### config.mk
export PLATFORM = sky130hd
export DESIGN_NAME = pacman_ctrl
export DESIGN_NICKNAME = d
export VERILOG_FILES = /design/src/rtl/pacman_ctrl.sv
export SDC_FILE = /design/constraint.sdc
export NUM_CORES = 1
export LEC_CHECK = 0
export BUFFER_PORTS_ARGS = -buffer_cell sky130_fd_sc_hd__buf_2
export CAP_MARGIN = 0
export CORE_MARGIN = 2
export CORE_UTILIZATION = 45
export CTS_CLUSTER_DIAMETER = 50
export CTS_CLUSTER_SIZE = 40
export DETAILED_ROUTE_END_ITERATION = 8
export MAX_ROUTING_LAYER = met4
export PLACE_DENSITY = 0.74
export SKIP_CTS_REPAIR_TIMING = 1
export SYNTH_ARGS = -nofsm -noshare
export SYNTH_HDL_FRONTEND = slang
export SYNTH_SLANG_ARGS = --single-unit
### constraint.sdc
create_clock -name clk -period 12 [get_ports clk]
set_input_delay 2.4 -clock clk [delete_from_list [all_inputs] [get_ports clk]]
set_output_delay 2.4 -clock clk [all_outputs]
set_load 0.01 [all_outputs]
### src/rtl/pacman_ctrl.sv
// pacman_ctrl: player movement on an 8-px grid, monster collision, lives.
// In: clk, rst_n, dir_req/dir_valid, blocked, m_x/m_y. Out: p_x/p_y, cur_dir, lives, dead, game_over.
module pacman_ctrl #(
  parameter int         STEP_DIV     = 250000,
  parameter logic [8:0] START_X      = 9'd152,
  parameter logic [8:0] START_Y      = 9'd232,
  parameter int         HIT_DIST     = 6,
  parameter logic [1:0] LIVES        = 2'd3,
  parameter int         FREEZE_TICKS = 32,
  parameter logic [8:0] X_MAX        = 9'd304,
  parameter logic [8:0] Y_MAX        = 9'd240
) (
  input  logic       clk,
  input  logic       rst_n,
  input  logic [1:0] dir_req,
  input  logic       dir_valid,
  input  logic [3:0] blocked,
  input  logic [8:0] m_x,
  input  logic [8:0] m_y,
  output logic [8:0] p_x,
  output logic [8:0] p_y,
  output logic [1:0] cur_dir,
  output logic [1:0] lives,
  output logic       dead,
  output logic       game_over
);

  localparam int PW = (STEP_DIV > 1) ? $clog2(STEP_DIV) : 1;
  localparam int FW = (FREEZE_TICKS > 1) ? $clog2(FREEZE_TICKS) : 1;
  localparam logic [PW-1:0] PMAX = PW'(STEP_DIV - 1);
  localparam logic [FW-1:0] FMAX = FW'(FREEZE_TICKS - 1);
  localparam logic [9:0] HD = 10'(HIT_DIST);

  typedef enum logic [1:0] {RUN, HIT, FREEZE, OVER} state_t;

  state_t state, state_nx;

  logic [PW-1:0] pcnt;
  logic [FW-1:0] fcnt;
  logic          tick;
  logic [1:0]    pend;
  logic          pend_v;
  logic          aligned;
  logic          take;
  logic [1:0]    new_dir;
  logic [8:0]    nx, ny;
  logic [9:0]    dx, dy;
  logic          hit;

  assign tick    = (pcnt == PMAX);
  assign aligned = (p_x[2:0] == 3'd0) && (p_y[2:0] == 3'd0);

  assign dx = (p_x >= m_x) ? ({1'b0, p_x} - {1'b0, m_x})
                           : ({1'b0, m_x} - {1'b0, p_x});
  assign dy = (p_y >= m_y) ? ({1'b0, p_y} - {1'b0, m_y})
                           : ({1'b0, m_y} - {1'b0, p_y});
  assign hit = (dx < HD) && (dy < HD);

  always_ff @(posedge clk or negedge rst_n) begin
    if (!rst_n) pcnt <= '0;
    else if (tick) pcnt <= '0;
    else pcnt <= pcnt + PW'(1);
  end

  // Reversal is always legal; a turn needs grid alignment and an open side.
  always_comb begin
    take = 1'b0;
    if (pend_v && (pend == (cur_dir ^ 2'd2))) take = 1'b1;
    else if (pend_v && aligned && !blocked[pend]) take = 1'b1;
    new_dir = take ? pend : cur_dir;
    nx = p_x;
    ny = p_y;
    if (!(aligned && blocked[new_dir])) begin
      unique case (new_dir)
        2'd0: if (p_y != 9'd0) ny = p_y - 9'd1;
        2'd1: if (p_x < X_MAX) nx = p_x + 9'd1;
        2'd2: if (p_y < Y_MAX) ny = p_y + 9'd1;
        2'd3: if (p_x != 9'd0) nx = p_x - 9'd1;
      endcase
    end
  end

  always_ff @(posedge clk or negedge rst_n) begin
    if (!rst_n) state <= RUN;
    else state <= state_nx;
  end

  always_comb begin
    state_nx = state;
    unique case (state)
      RUN:    if (hit) state_nx = HIT;
      HIT:    state_nx = (lives <= 2'd1) ? OVER : FREEZE;
      FREEZE: if (tick && fcnt == FMAX) state_nx = RUN;
      OVER:   state_nx = OVER;
    endcase
  end

  always_comb begin
    dead      = (state == HIT);
    game_over = (state == OVER);
  end

  always_ff @(posedge clk or negedge rst_n) begin
    if (!rst_n) begin
      p_x     <= START_X;
      p_y     <= START_Y;
      cur_dir <= 2'd3;
      lives   <= LIVES;
      pend    <= 2'd0;
      pend_v  <= 1'b0;
      fcnt    <= '0;
    end else begin
      unique case (state)
        RUN: begin
          if (!hit && tick) begin
            cur_dir <= new_dir;
            p_x     <= nx;
            p_y     <= ny;
            if (take) pend_v <= 1'b0;
          end
          if (dir_valid) begin
            pend   <= dir_req;
            pend_v <= 1'b1;
          end
        end
        HIT: begin
          if (lives != 2'd0) lives <= lives - 2'd1;
          if (state_nx == FREEZE) begin
            p_x     <= START_X;
            p_y     <= START_Y;
            cur_dir <= 2'd3;
            pend_v  <= 1'b0;
            fcnt    <= '0;
          end
        end
        FREEZE: begin
          if (tick) fcnt <= (fcnt == FMAX) ? '0 : fcnt + FW'(1);
        end
        OVER: ;
      endcase
    end
  end

endmodule

==> Yosys cells after proc, flatten, opt, wreduce, memory -nomap -nowiden <==
Index checks and enable logic that the tools add are counted.
{ "classes": {"n_mul": 0, "n_div": 0, "n_reduce_logical": 26, "magnitude_cmp": 9, "add_sub_neg": 11, "n_eq_ne": 22, "n_shift": 0, "bitwise_logic": 1, "n_mux": 40} }
{ "ops": {"columns": ["op", "n"], "rows": [
  ["2-to-1 mux 9 bit", 10],
  ["case mux 9 bit (2 select lines)", 4],
  ["subtractor 9 x 9 -> 10 bit", 4],
  ["less-than comparator 10 x 3 -> 1 bit (second input constant)", 2],
  ["2-to-1 mux 10 bit", 2],
  ["adder 18 x 1 -> 18 bit (second input constant)", 1],
  ["adder 9 x 1 -> 9 bit (second input constant)", 2],
  ["== test 18 bit (second input constant)", 1],
  ["greater-or-equal comparator 9 bit", 2],
  ["2-to-1 mux 18 bit", 1],
  ["!= test 3 bit (second input constant)", 6],
  ["nonzero test 9 bit", 2],
  ["subtractor 9 x 1 -> 9 bit (second input constant)", 2],
  ["2-to-1 mux 5 bit", 3],
  ["AND reduction 7 bit", 2],
  ["== test 2 bit (second input constant)", 5],
  ["2-to-1 mux 2 bit", 5],
  ["case mux 5 bit (2 select lines)", 1],
  ["less-than comparator 9 x 8 -> 1 bit (second input constant)", 1],
  ["less-than comparator 9 bit (second input constant)", 1],
  ["2-to-1 mux 1 bit", 9],
  ["logical AND 1 bit", 8],
  ["case mux 2 bit (4 select lines)", 1],
  ["logical NOT 3 bit", 2],
  ["20 further kinds", 32]
]} }
{ "totals": {"latchBits": 0, "ramBits": 0, "reg_bits": 50, "wordCells": 118, "romBits": 0, "in_bits": 27, "n_memories": 0, "output_inout_bits": 24} }

==> Longest topological paths before layout <==
{ "logic_depth": {"depth_word": 13, "depth_mapped": 17} }

==> Least setup slack after synthesis <==
OpenSTA, ideal clock, no wires.
{ "synth_timing": {"kind": "input -> register", "from": "input port blocked[3]", "to": "register p_x[8]", "setup_ns": 0.101, "path_stages": 14, "n_path_buf": 0, "arrival_ns": 5.567, "path_slack_ns": 6.332, "path_cell_list": "mux4_2 -> nor3_2 -> o21ai_2 -> mux2i_4 -> nor2_1 -> ha_1 -> a21o_1 -> a21oi_1 -> nor2b_1 -> o21a_1 -> o41ai_1 -> xnor2_1 -> and4_1 -> nor4_1"} }
{ "synth_between": {"elab_chain_len": 12, "word_cells_on_any_way": 21, "cone_classes": "eq/ne: 6; mux: 11; reduce/logical: 4"} }
{ "synth_rtl": {"columns": ["item", "line_no", "rtl"], "rows": [
  ["start: declaration", "17", "input logic [3:0] blocked,"],
  ["binary-select mux 1 bit (select 2 bit)", "69", "else if (pend_v && aligned && !blocked[pend]) take = 1'b1;"],
  ["2-to-1 mux 1 bit (implied by the code)", "69", null],
  ["logical NOT 1 bit", "69", null],
  ["logical AND 1 bit", "69", null],
  ["2-to-1 mux 1 bit", "69", null],
  ["2-to-1 mux 1 bit", "68", "if (pend_v && (pend == (cur_dir ^ 2'd2))) take = 1'b1;"],
  ["2-to-1 mux 2 bit", "70", "new_dir = take ? pend : cur_dir;"],
  ["== test 2 bit (tied with other cells)", "74", "unique case (new_dir)"],
  ["case mux 9 bit (2 select lines) or 2-to-1 mux 1 bit (tied branches)", "74, 73", null],
  ["2-to-1 mux 9 bit or logical AND 1 bit (tied branches)", "73", "if (!(aligned && blocked[new_dir])) begin"],
  ["2-to-1 mux 9 bit or != test 2 bit (tied branches)", null, null],
  ["case mux 9 bit (2 select lines) or AND reduction 7 bit (tied branches)", null, null],
  ["end signal: assignment", "117", "p_x <= nx;"],
  ["end: declaration", "20", "output logic [8:0] p_x,"]
]} }
Parallel ways exist; a longest one is shown, timed or not. The select of a mux whose other input is x is not followed.
A chain may end at the register's enable or synchronous reset.

==> Final worst setup path <==
Ends and elaborated chain as after synthesis.

==> flow_metrics.env <==
export IMPL_status="completed"
export IMPL_p_leak_nw=2.59
export IMPL_maxSlewHeadroom=0.498
export IMPL_worstMarginPinSlew_ns=0.748
export IMPL_track_usage=0.216
export IMPL_syn_area_um2=5030
export IMPL_r2r_slack_ns=7.63
export IMPL_place_gp_congestion=0.930
export IMPL_min_to="pcnt[10]"
export IMPL_powerDensity_nw_per_um2=96.5
export IMPL_final_cells=766
export IMPL_cap_viol_max_count=0
export IMPL_yosysWarningCount=0
export IMPL_vias_per_cell=5.70
export IMPL_yosys_area_share_simple=0.194
export IMPL_critical_path_endpoint_type="register"
export IMPL_ys_top_cells_by_area="dfrtp_1, ha_1, dfstp_2"
export IMPL_power_mw=0.529
export IMPL_antenna_found_initial=0
export IMPL_area_delta_synth_final_pct=9.14
export IMPL_vias=4363
export IMPL_reg2reg_to="p_x[8]"
export IMPL_clk_latency_ns=0.32
export IMPL_synthFlopType="dfrtp_1"
export IMPL_synthArstFlopShare=1.00
export IMPL_cp_slowest_cell="nor2_1"
export IMPL_startpoint_type="primary input"
export IMPL_period_share=0.488
export IMPL_fillCellCount=1018
export IMPL_cts_htree_levels=2
export IMPL_cpPeakStageDelay_ns=0.58
export IMPL_layout_setup_ws_ns=6.15
export IMPL_slew_violations=0
export IMPL_syn_nets=674
export IMPL_seq_area_frac_synth=0.252
export IMPL_synth_area_per_cell_um2=8.58
export IMPL_hp_class="register to register"
export IMPL_wire_per_inst_um=16.0
export IMPL_core_area_um2=10900
export IMPL_fin_nets=713
export IMPL_tritoncts="built"
export IMPL_critical_path_class="primary input to register"
export IMPL_synth_top_area_frac=0.194
export IMPL_ys_ff_latch=50
export IMPL_hp_start="pcnt[10]"
export IMPL_finalSetupViolCount=0
export IMPL_reg2regPathDepth=13
export IMPL_ant_nets=0
export IMPL_cp_cell_sequence="buf_2 -> mux4_2 -> nor3_2 -> o21ai_2 -> mux2i_4 -> nor2_1 -> ha_1 -> a21o_1 -> a21oi_1 -> nor2b_1 -> o21a_1 -> o41ai_1 -> xnor2_1 -> and4_1 -> nor4_1"
export IMPL_start_util=0.462
export IMPL_grt_pass1_vias=4223
export IMPL_cts_clk_slew_worst_paths_ns=0.10
export IMPL_synth_top_family_by_area="simple AND/OR/NAND/NOR gates"
export IMPL_root_buffer="clkbuf_8"
export IMPL_drcViolationCount=0
export IMPL_numPortBuffers=50
export IMPL_ioPinCount=51
export IMPL_required_ns=12.22
export IMPL_ys_types=77
export IMPL_dp_slack_ns=5.81
export IMPL_drtIter0Drc=335
export IMPL_finalCriticalPeriod_ns=5.85
export IMPL_diodes=0
export IMPL_wirelength_mm=12.2
export IMPL_hpwlAfterDp_mm=9.60
export IMPL_crit_fanout=9
export IMPL_die_w_um=110
export IMPL_layout_drive_gt1_share=0.155
export IMPL_hold_viol_final=0
export IMPL_die_area_um2=12000
export IMPL_numCtsBuffers=5
export IMPL_cts_buffer_depth=2
export IMPL_rsz0062_at_grt="no"
export IMPL_num_rows=38
export IMPL_r2r_start="p_y[1]"
export IMPL_synth_compound_area_frac=0.192
export IMPL_fin_skew_ns=0.0140
export IMPL_yosys_area_top_type="dfrtp_1"
export IMPL_synth_xor_area_frac=0.0680
export IMPL_dp_cells=758
export IMPL_overflow=0
export IMPL_grt_pass1_wl_mm=20.1
export IMPL_synth_enable_flop_cells=0
export IMPL_chipHeight_um=110
export IMPL_synth_adder_area_share=0.161
export IMPL_fmax_mhz=171
export IMPL_cts_sinks=50
export IMPL_arrival_ns=6.07
export IMPL_muxShareOfSynthArea=0.0702
export IMPL_hold_depth=1
export IMPL_dr_pass1_iters=4
export IMPL_grt_max_degree=51
export IMPL_synthCells=586
export IMPL_ir_worst_vdd_uv=45.4
export IMPL_utilization=0.504
export IMPL_finalSetupTns_ns=0
[logic make-up (layout without fill, tap and decap cells)]
group,count (synthesis),after routing
XOR/XNOR,39,39
AO/OA/AOI/OAI,135,135
buffers and inverters,80,120
adder cells (fa/ha/maj),61,61
multiplexers,31,31
AND/OR/NAND/NOR,190,190
flip-flops,50,50
[state kept, by name (all words and copies together), names as in the netlist]
register	cells
p_x	9
state	2
pcnt	18
pend	2
pend_v	1
p_y	9
cur_dir	2
fcnt	5
lives	2
[synthesized netlist by cell type, types with 10 or more instances]
master / n
mux2i_1: 24
xnor2_1: 22
inv_1: 61
ha_1: 55
dfrtp_1: 39
o21ai_0: 31
xor2_1: 17
nor2b_1: 13
nor2_1: 47
nand3_1: 15
nor3_1: 17
nand2_1: 45
a21oi_1: 34
dfstp_2: 11
a21o_1: 10
[routing by layer]
metal | vias up | wire length, um | track usage
met4 | 0 | 164 | 0.0542
li1 | 2138 | - | -
met2 | 115 | 6130 | 0.374
met1 | 2097 | 5460 | 0.267
met5 | - | 0 | -
met3 | 13 | 456 | 0.0267
[per-stage QoR]
stage	hold WS [ns]	area, um2
after CTS	0.513	5490
after floorplan	0.437	5030
final	0.512	5490
after global placement	0.459	5370
after detailed placement	0.494	5370
after global routing	0.522	5490
[layout by cell type, fill, tap and decap left out, types with 3 or more instances in the layout]
master / n
nand2b_1: 7
a21oi_1: 34
mux2_4: 3
xnor2_1: 22
nor2b_1: 13
dfstp_2: 11
nand2_1: 45
nor3_1: 17
ha_1: 55
o21ai_0: 31
a31oi_1: 7
mux2i_1: 24
nor2_1: 47
a21o_1: 10
or3_1: 5
fa_1: 6
o21a_1: 8
nand4_1: 9
nand3_1: 15
dfrtp_1: 39
a211oi_1: 3
and3_1: 6
buf_2: 50
o21bai_1: 4
inv_1: 61
o211ai_1: 3
xor2_1: 17
o21ai_2: 3
nor4_1: 6
clkbuf_8: 5
[critical path: cells and delay by family]
family | cells | cell delay (ns)
and+or+nand+nor | 5 | 1.35
AOI/OAI and AO/OA | 5 | 0.96
muxes | 2 | 0.72
adders and majority gates | 1 | 0.39
buffers and inverters | 1 | 0.12
xor gates and xnor gates | 1 | 0.12
[worst max path at each step]
stage	slack (ns)	end	startpoint
2_1_floorplan	6.33	p_x[8]	blocked[3]
3_3_place_gp	5.95	p_x[8]	blocked[3]
3_5_place_dp	5.81	p_x[8]	blocked[3]
4_1_cts	6.14	p_x[8]	blocked[3]
5_1_grt	5.80	p_x[8]	blocked[3]
6_report	6.15	p_x[8]	blocked[3]
[report_power, final]
| part | total (mW) | switching [mW] | internal (mW) | leakage, nW |
|---|---|---|---|---|
| combinational | 0.208 | 0.112 | 0.0953 | 1.92 |
| sequential | 0.195 | 0.0198 | 0.176 | 0.604 |
| clock | 0.126 | 0.0632 | 0.0633 | 0.0587 |
| total | 0.529 | 0.195 | 0.334 | 2.59 |
[cell type report]
class	count	area, um2	area share
multi-input combinational	456	3440	0.628
timing repair buffer	51	258	0.0470
tap	140	175	0.0319
inverter	61	229	0.0417
sequential	50	1260	0.231
clock inverter	3	47.5	0.00867
clock buffer	5	68.8	0.0125
Power figures use the tool's default switching activity.
